## src/rtl/clocks_pkg.sv

```systemverilog
// Shared types and constants for the clock/reset sequencing slice.
package clocks_pkg;

  typedef enum logic [1:0] {
    WAIT_LOCK = 2'd0,
    PPU_HOLD  = 2'd1,
    CPU_HOLD  = 2'd2,
    RUN       = 2'd3
  } reset_state_t;

  localparam int unsigned NES_CPU_DIV  = 3;
  localparam logic [7:0]  LOSS_CNT_MAX = 8'hFF;

  // Divide-by-NES_CPU_DIV phase counter step: 0,1,2,0,...
  function automatic logic [1:0] div_next(input logic [1:0] div);
    return (div == 2'(NES_CPU_DIV - 1)) ? 2'd0 : div + 2'd1;
  endfunction

endpackage

```

## src/rtl/sync_bit.sv

```systemverilog
// Multi-flop synchronizer for a single asynchronous bit; clears to 0 on reset.
module sync_bit #(
  parameter int unsigned STAGES = 2
) (
  input  logic clk,
  input  logic rst_n,
  input  logic d,
  output logic q
);

  logic [STAGES-1:0] sync_q;
  logic [STAGES-1:0] sync_d;

  always_comb sync_d = {sync_q[STAGES-2:0], d};

  always_ff @(posedge clk or negedge rst_n) begin
    if (!rst_n) sync_q <= '0;
    else        sync_q <= sync_d;
  end

  assign q = sync_q[STAGES-1];

endmodule

```

## src/rtl/reset_seq.sv

```systemverilog
// Sequences PPU then CPU reset release from MMCM lock and a debounced button,
// and generates the divide-by-3 CPU / M2 clock enables.
module reset_seq
  import clocks_pkg::*;
#(
  parameter int unsigned SYNC_STAGES     = 2,
  parameter int unsigned PPU_HOLD_CYCLES = 64,
  parameter int unsigned CPU_HOLD_CYCLES = 8,
  parameter int unsigned DEBOUNCE_CYCLES = 16
) (
  input  logic       clk_ppu,
  input  logic       rst_clocks_n,
  input  logic       locked,
  input  logic       btn_reset,
  output logic       rst_ppu,
  output logic       rst_cpu,
  output logic       cpu_en,
  output logic       cpum2_en,
  output logic [1:0] seq_state,
  output logic [7:0] lock_loss_cnt
);

  localparam int unsigned HOLD_W = $clog2(PPU_HOLD_CYCLES + 1);
  localparam int unsigned CPU_W  = $clog2(CPU_HOLD_CYCLES + 1);
  localparam int unsigned DB_W   = $clog2(DEBOUNCE_CYCLES + 1);

  logic locked_s;
  logic btn_s;
  logic abort;

  reset_state_t state_q, state_d;
  logic [HOLD_W-1:0] hold_q, hold_d;
  logic [CPU_W-1:0]  cpu_hold_q, cpu_hold_d;
  logic [DB_W-1:0]   db_cnt_q, db_cnt_d;
  logic              btn_db_q, btn_db_d;
  logic [1:0]        div_q, div_d;
  logic              rst_ppu_q, rst_ppu_d;
  logic              rst_cpu_q, rst_cpu_d;
  logic              cpu_en_q, cpu_en_d;
  logic              cpum2_en_q, cpum2_en_d;
  logic [7:0]        loss_q, loss_d;

  sync_bit #(.STAGES(SYNC_STAGES)) u_sync_locked (
    .clk   (clk_ppu),
    .rst_n (rst_clocks_n),
    .d     (locked),
    .q     (locked_s)
  );

  sync_bit #(.STAGES(SYNC_STAGES)) u_sync_btn (
    .clk   (clk_ppu),
    .rst_n (rst_clocks_n),
    .d     (btn_reset),
    .q     (btn_s)
  );

  // Any sample equal to the current debounced level restarts the count.
  always_comb begin
    btn_db_d = btn_db_q;
    db_cnt_d = '0;
    if (btn_s != btn_db_q) begin
      if (db_cnt_q == DB_W'(DEBOUNCE_CYCLES - 1)) begin
        btn_db_d = ~btn_db_q;
      end else begin
        db_cnt_d = db_cnt_q + 1'b1;
      end
    end
  end

  assign abort = !locked_s || btn_db_q;

  always_comb begin
    state_d    = state_q;
    hold_d     = hold_q;
    cpu_hold_d = cpu_hold_q;
    div_d      = div_q;
    rst_ppu_d  = rst_ppu_q;
    rst_cpu_d  = rst_cpu_q;

    case (state_q)
      WAIT_LOCK: begin
        rst_ppu_d = 1'b1;
        rst_cpu_d = 1'b1;
        div_d     = 2'd0;
        if (!abort) begin
          state_d = PPU_HOLD;
          hold_d  = HOLD_W'(PPU_HOLD_CYCLES - 1);
        end
      end
      PPU_HOLD: begin
        if (hold_q == '0) begin
          state_d    = CPU_HOLD;
          rst_ppu_d  = 1'b0;
          div_d      = 2'd0;
          cpu_hold_d = CPU_W'(CPU_HOLD_CYCLES - 1);
        end else begin
          hold_d = hold_q - 1'b1;
        end
      end
      CPU_HOLD: begin
        div_d = div_next(div_q);
        // div_q==2 is the cycle cpu_en is high; decide at its closing edge.
        if (div_q == 2'(NES_CPU_DIV - 1)) begin
          if (cpu_hold_q == '0) begin
            state_d   = RUN;
            rst_cpu_d = 1'b0;
          end else begin
            cpu_hold_d = cpu_hold_q - 1'b1;
          end
        end
      end
      RUN: begin
        div_d = div_next(div_q);
      end
      default: begin
        state_d = WAIT_LOCK;
      end
    endcase

    if (abort && state_q != WAIT_LOCK) begin
      state_d   = WAIT_LOCK;
      rst_ppu_d = 1'b1;
      rst_cpu_d = 1'b1;
      div_d     = 2'd0;
    end
  end

  // Enables are registered from the next divider phase so they align with div.
  always_comb begin
    cpum2_en_d = 1'b0;
    cpu_en_d   = 1'b0;
    if (state_d == CPU_HOLD || state_d == RUN) begin
      cpum2_en_d = (div_d == 2'd1);
      cpu_en_d   = (div_d == 2'd2);
    end
  end

  always_comb begin
    loss_d = loss_q;
    if (!locked_s && state_q != WAIT_LOCK && loss_q != LOSS_CNT_MAX) begin
      loss_d = loss_q + 8'd1;
    end
  end

  always_ff @(posedge clk_ppu or negedge rst_clocks_n) begin
    if (!rst_clocks_n) begin
      state_q    <= WAIT_LOCK;
      hold_q     <= '0;
      cpu_hold_q <= '0;
      db_cnt_q   <= '0;
      btn_db_q   <= 1'b0;
      div_q      <= 2'd0;
      rst_ppu_q  <= 1'b1;
      rst_cpu_q  <= 1'b1;
      cpu_en_q   <= 1'b0;
      cpum2_en_q <= 1'b0;
      loss_q     <= '0;
    end else begin
      state_q    <= state_d;
      hold_q     <= hold_d;
      cpu_hold_q <= cpu_hold_d;
      db_cnt_q   <= db_cnt_d;
      btn_db_q   <= btn_db_d;
      div_q      <= div_d;
      rst_ppu_q  <= rst_ppu_d;
      rst_cpu_q  <= rst_cpu_d;
      cpu_en_q   <= cpu_en_d;
      cpum2_en_q <= cpum2_en_d;
      loss_q     <= loss_d;
    end
  end

  assign rst_ppu       = rst_ppu_q;
  assign rst_cpu       = rst_cpu_q;
  assign cpu_en        = cpu_en_q;
  assign cpum2_en      = cpum2_en_q;
  assign seq_state     = state_q;
  assign lock_loss_cnt = loss_q;

endmodule

```

## config.mk

```make
export PLATFORM = sky130hd
export DESIGN_NAME = reset_seq
export DESIGN_NICKNAME = d
export VERILOG_FILES = /design/src/rtl/clocks_pkg.sv /design/src/rtl/sync_bit.sv /design/src/rtl/reset_seq.sv
export SDC_FILE = /design/constraint.sdc
export NUM_CORES = 1
export LEC_CHECK = 0
export ABC_CLOCK_PERIOD_IN_PS = 4300
export BUFFER_PORTS_ARGS = -buffer_cell sky130_fd_sc_hd__buf_2
export CORE_ASPECT_RATIO = 0.8
export CORE_MARGIN = 4
export CORE_UTILIZATION = 42
export CTS_BUF_LIST = sky130_fd_sc_hd__clkbuf_8
export DETAILED_ROUTE_END_ITERATION = 8
export GPL_TIMING_DRIVEN = 0
export PLACE_DENSITY = 0.68
export RECOVER_POWER = 100
export SLEW_MARGIN = 20
export SYNTH_ARGS = -nofsm -noshare
export SYNTH_HDL_FRONTEND = slang
export SYNTH_SLANG_ARGS = --single-unit
```

## constraint.sdc

```tcl
create_clock -name clk_ppu -period 4.3 [get_ports clk_ppu]
set_clock_uncertainty 0.2 [all_clocks]
set_input_delay 0.86 -clock clk_ppu [delete_from_list [all_inputs] [get_ports clk_ppu]]
set_output_delay 0.86 -clock clk_ppu [all_outputs]
set_load 0.01 [all_outputs]
```

==> results.sh <==
export IMPL_ys_top_cells_by_area="sky130_fd_sc_hd__dfrtp_1 (50%), sky130_fd_sc_hd__ha_1 (3.6%), sky130_fd_sc_hd__dfstp_2 (3.0%)"
export IMPL_violations="max-capacitance violations, max-slew violations"
export IMPL_finalSetupViolCount=0
export IMPL_clock_tree_root_cell="sky130_fd_sc_hd__clkbuf_8"
export IMPL_maximum_clock_path_buffer_count=2
export IMPL_final_cell_area_um2=1920
export IMPL_cp_data_arrival_time_ns=2.21
export IMPL_global_route_overflow_total=0
export IMPL_floorplan_die_height_um=65.7
export IMPL_drt_pass1_iterations=4
export IMPL_r2r_worst_path_cells=6
export IMPL_vias=1243
export IMPL_worstSkewPairLatency_ns=0.28
export IMPL_io_pins=18
export IMPL_crit_path_max_incr_delay_ns=1.33
export IMPL_count_of_cell_types_in_the_netlist=43
export IMPL_slew_headroom_pct=-26.2
export IMPL_synth_most_common_cell="sky130_fd_sc_hd__dfrtp_1"
export IMPL_power_density_cell_area_nw_per_um2=404
export IMPL_clock_fmax_ghz=0.421
export IMPL_outcome="finished, violations left"
export IMPL_route_detailed_vias_per_inst=5.18
export IMPL_detail_route_antenna_nets=0
export IMPL_synth_top_area_share_pct=50.1
export IMPL_maxCapViolCount=1
export IMPL_slew_viol_final=38
export IMPL_clk_pin_slew_ns=0.07
export IMPL_crit_path_cell_trace="clkbuf_1"
export IMPL_place_detailed_instances=232
export IMPL_synth_seq_cells=37
export IMPL_setup_repair_after_global_routing_missed_its_margin="no"
export IMPL_worst_tran_pin_value_ns=1.89
export IMPL_seq_area_frac_synth_pct=53.1
export IMPL_number_of_synthesized_flops_with_an_enable_pin=0
export IMPL_required_ns=4.13
export IMPL_routabilityCongestion=0.854
export IMPL_synth_cell_area_um2=1750
export IMPL_chipWidth_um=80.2
export IMPL_totalNegativeSetupSlack_ns=0
export IMPL_category_of_cells_accounting_for_the_largest_share_of_critical_path_delay="buffers and inverters"
export IMPL_cts_repair_resize_count=0
export IMPL_worst_hold_path_type="reg -> reg"
export IMPL_tritoncts="yes"
export IMPL_antenna_found_initial=0
export IMPL_cts_buffers_inserted=5
export IMPL_synth_yosys_warnings=0
export IMPL_grt_pass1_wl_um=5310
export IMPL_power_uw=777
export IMPL_finish_net_count=193
export IMPL_drive_gt1_share_pct=11.4
export IMPL_initial_standard_cell_utilization_of_the_core_pct=44.8
export IMPL_fillers=386
export IMPL_min_delay_path_depth=0
export IMPL_async_reset_ff_share_pct=100
export IMPL_number_of_drc_violations_after_detailed_routing=0
export IMPL_critical_path_cell_count=1
export IMPL_design_die_area_um2=5270
export IMPL_antennaDiodeCount=0
export IMPL_fin_crit_ns=2.38
export IMPL_cts_setup_buffers=0
export IMPL_syn_to_final_growth_pct=10.0
export IMPL_placement_cell_area_um2=1900
export IMPL_design_core_area_um2=3900
export IMPL_preCtsSetupSlack_ns=2.20
export IMPL_layout_setup_ws_ns=1.92
export IMPL_final_worst_path_period_share_pct=55.3
export IMPL_pin_count_of_the_biggest_net_entering_global_routing=38
export IMPL_synth_net_count=169
export IMPL_worst_path_buf_inv=1
export IMPL_routed_wl_um=3050
export IMPL_cp_start_kind="input port"
export IMPL_numClockSinks=37
export IMPL_type_of_the_setup_path_with_the_least_slack="in -> async"
export IMPL_endpoint_type_of_the_worst_setup_path="async pin"
export IMPL_critical_path_slowest_cell="sky130_fd_sc_hd__clkbuf_1"
export IMPL_drt_wirelength_per_cell_um=12.7
export IMPL_synth_top_cell_by_area="sky130_fd_sc_hd__dfrtp_1"
export IMPL_post_synth_most_frequent_cells="sky130_fd_sc_hd__dfrtp_1 (35), sky130_fd_sc_hd__nand2_1 (14), sky130_fd_sc_hd__nor2_1 (14), sky130_fd_sc_hd__nand3_1 (9), sky130_fd_sc_hd__a21oi_1 (8)"
export IMPL_via_count_of_the_first_global_routing_pass=1163
export IMPL_cts_hold_buffers_added=0
export IMPL_vdd_drop_max_mv=0.211
export IMPL_numPortBuffers=17
export IMPL_crit_path_max_fanout=37
export IMPL_synth_area_per_cell_um2=10.9
export IMPL_global_route_total_usage_across_every_layer_pct=13.3
export IMPL_final_instance_count_excl_fill=240
export IMPL_num_rows=20
export IMPL_initialDrtViolationCount=37
export IMPL_synthesis_instances=160
export IMPL_h_tree_depth=2
export IMPL_detailedPlacementHpwl_um=2250
export IMPL_synth_top_flop_cell="sky130_fd_sc_hd__dfrtp_1"
export IMPL_timing_hold_violations_final=0
export IMPL_p_leak_uw=0.000846
==> power by group <==
group          internal, µW  switching (µW)  leakage [µW]  total, µW
logic                  53.4            69.3      0.000336        123
clock network           109             112     0.0000505        220
registers               390            44.6      0.000460        434
==> final timing paths <==
| check | start | to | slack (ns) |
|---|---|---|---|
| worst max register to register | hold_q[0]$_DFFE_PN0P_ | div_q[1]$_DFF_PN0_ | 2.04 |
| worst min register to register | u_sync_locked.sync_q[0]$_DFF_PN0_ | u_sync_locked.sync_q[1]$_DFF_PN0_ | 0.15 |
| max in group clk_ppu | hold_q[0]$_DFFE_PN0P_ | div_q[1]$_DFF_PN0_ | 2.04 |
| min in group asynchronous | rst_clocks_n | db_cnt_q[3]$_DFF_PN0_ | 0.90 |
| worst min-delay path | u_sync_locked.sync_q[0]$_DFF_PN0_ | u_sync_locked.sync_q[1]$_DFF_PN0_ | 0.15 |
| worst max-delay path | rst_clocks_n | lock_loss_cnt[0]$_DFFE_PN0P_ | 1.92 |
==> state kept, by name (all words and copies together), names as in the netlist, 2 cells and up <==
signal and flops:
cpu_hold_q 4, hold_q 7, u_sync_locked.sync_q 2, div_q 2
seq_state 2, db_cnt_q 5, u_sync_btn.sync_q 2, lock_loss_cnt 8
==> stage by stage <==
stage | hold WS [ns] | util, %
after global placement | 0.133 | 48.8
after global routing | 0.153 | 49.3
final | 0.148 | 49.3
after detailed placement | 0.136 | 48.8
after floorplan | 0.131 | -
after CTS | 0.152 | 50.8
==> cells by family (layout without fill, tap and decap cells) <==
logic type	Yosys count	in the layout	synth area share [%]
flops	37	37	53.1
fa+ha+maj	5	5	3.58
compound gates	27	27	10.2
xor+xnor	8	8	4.01
simple gates	69	69	23.1
mux	5	5	3.15
buf+inv	9	34	2.86
==> layout by cell type, fill, tap and decap left out, types with 3 or more instances in the layout <==
cell	instances
sky130_fd_sc_hd__clkbuf_8	5
sky130_fd_sc_hd__dfrtp_1	35
sky130_fd_sc_hd__xor2_1	5
sky130_fd_sc_hd__a21oi_1	8
sky130_fd_sc_hd__nor3_1	4
sky130_fd_sc_hd__buf_2	3
sky130_fd_sc_hd__nand2_1	14
sky130_fd_sc_hd__clkbuf_1	16
sky130_fd_sc_hd__nor2_1	14
sky130_fd_sc_hd__nand2b_1	4
sky130_fd_sc_hd__and3_1	3
sky130_fd_sc_hd__o21ai_0	7
sky130_fd_sc_hd__or3_1	3
sky130_fd_sc_hd__mux2_2	4
sky130_fd_sc_hd__xnor2_1	3
sky130_fd_sc_hd__nand3_1	9
sky130_fd_sc_hd__ha_1	5
sky130_fd_sc_hd__inv_1	8
==> layer usage <==
metal | up-vias | GRT usage (%) | wire length [µm] | share of wire, %
li1 | 613 | - | - | -
met1 | 601 | 16.8 | 1480 | 48
met2 | 23 | 20.0 | 1360 | 44
met3 | 6 | 5.07 | 153 | 5.0
met4 | 0 | 6.33 | 61 | 2.0
met5 | - | 0 | 0 | 0
==> final cells by class <==
class	count	area, µm²	area share (%)
tap	55	68.8	3.58
buffer	3	20.0	1.04
clock buffer	5	68.8	3.58
inverter	6	22.5	1.17
sequential	37	928	48.2
clock inverter	3	12.5	0.650
multi-input combinational	114	737	38.3
timing repair buffer	17	66.3	3.45
Note: power is estimated with default switching activity, not from simulation.
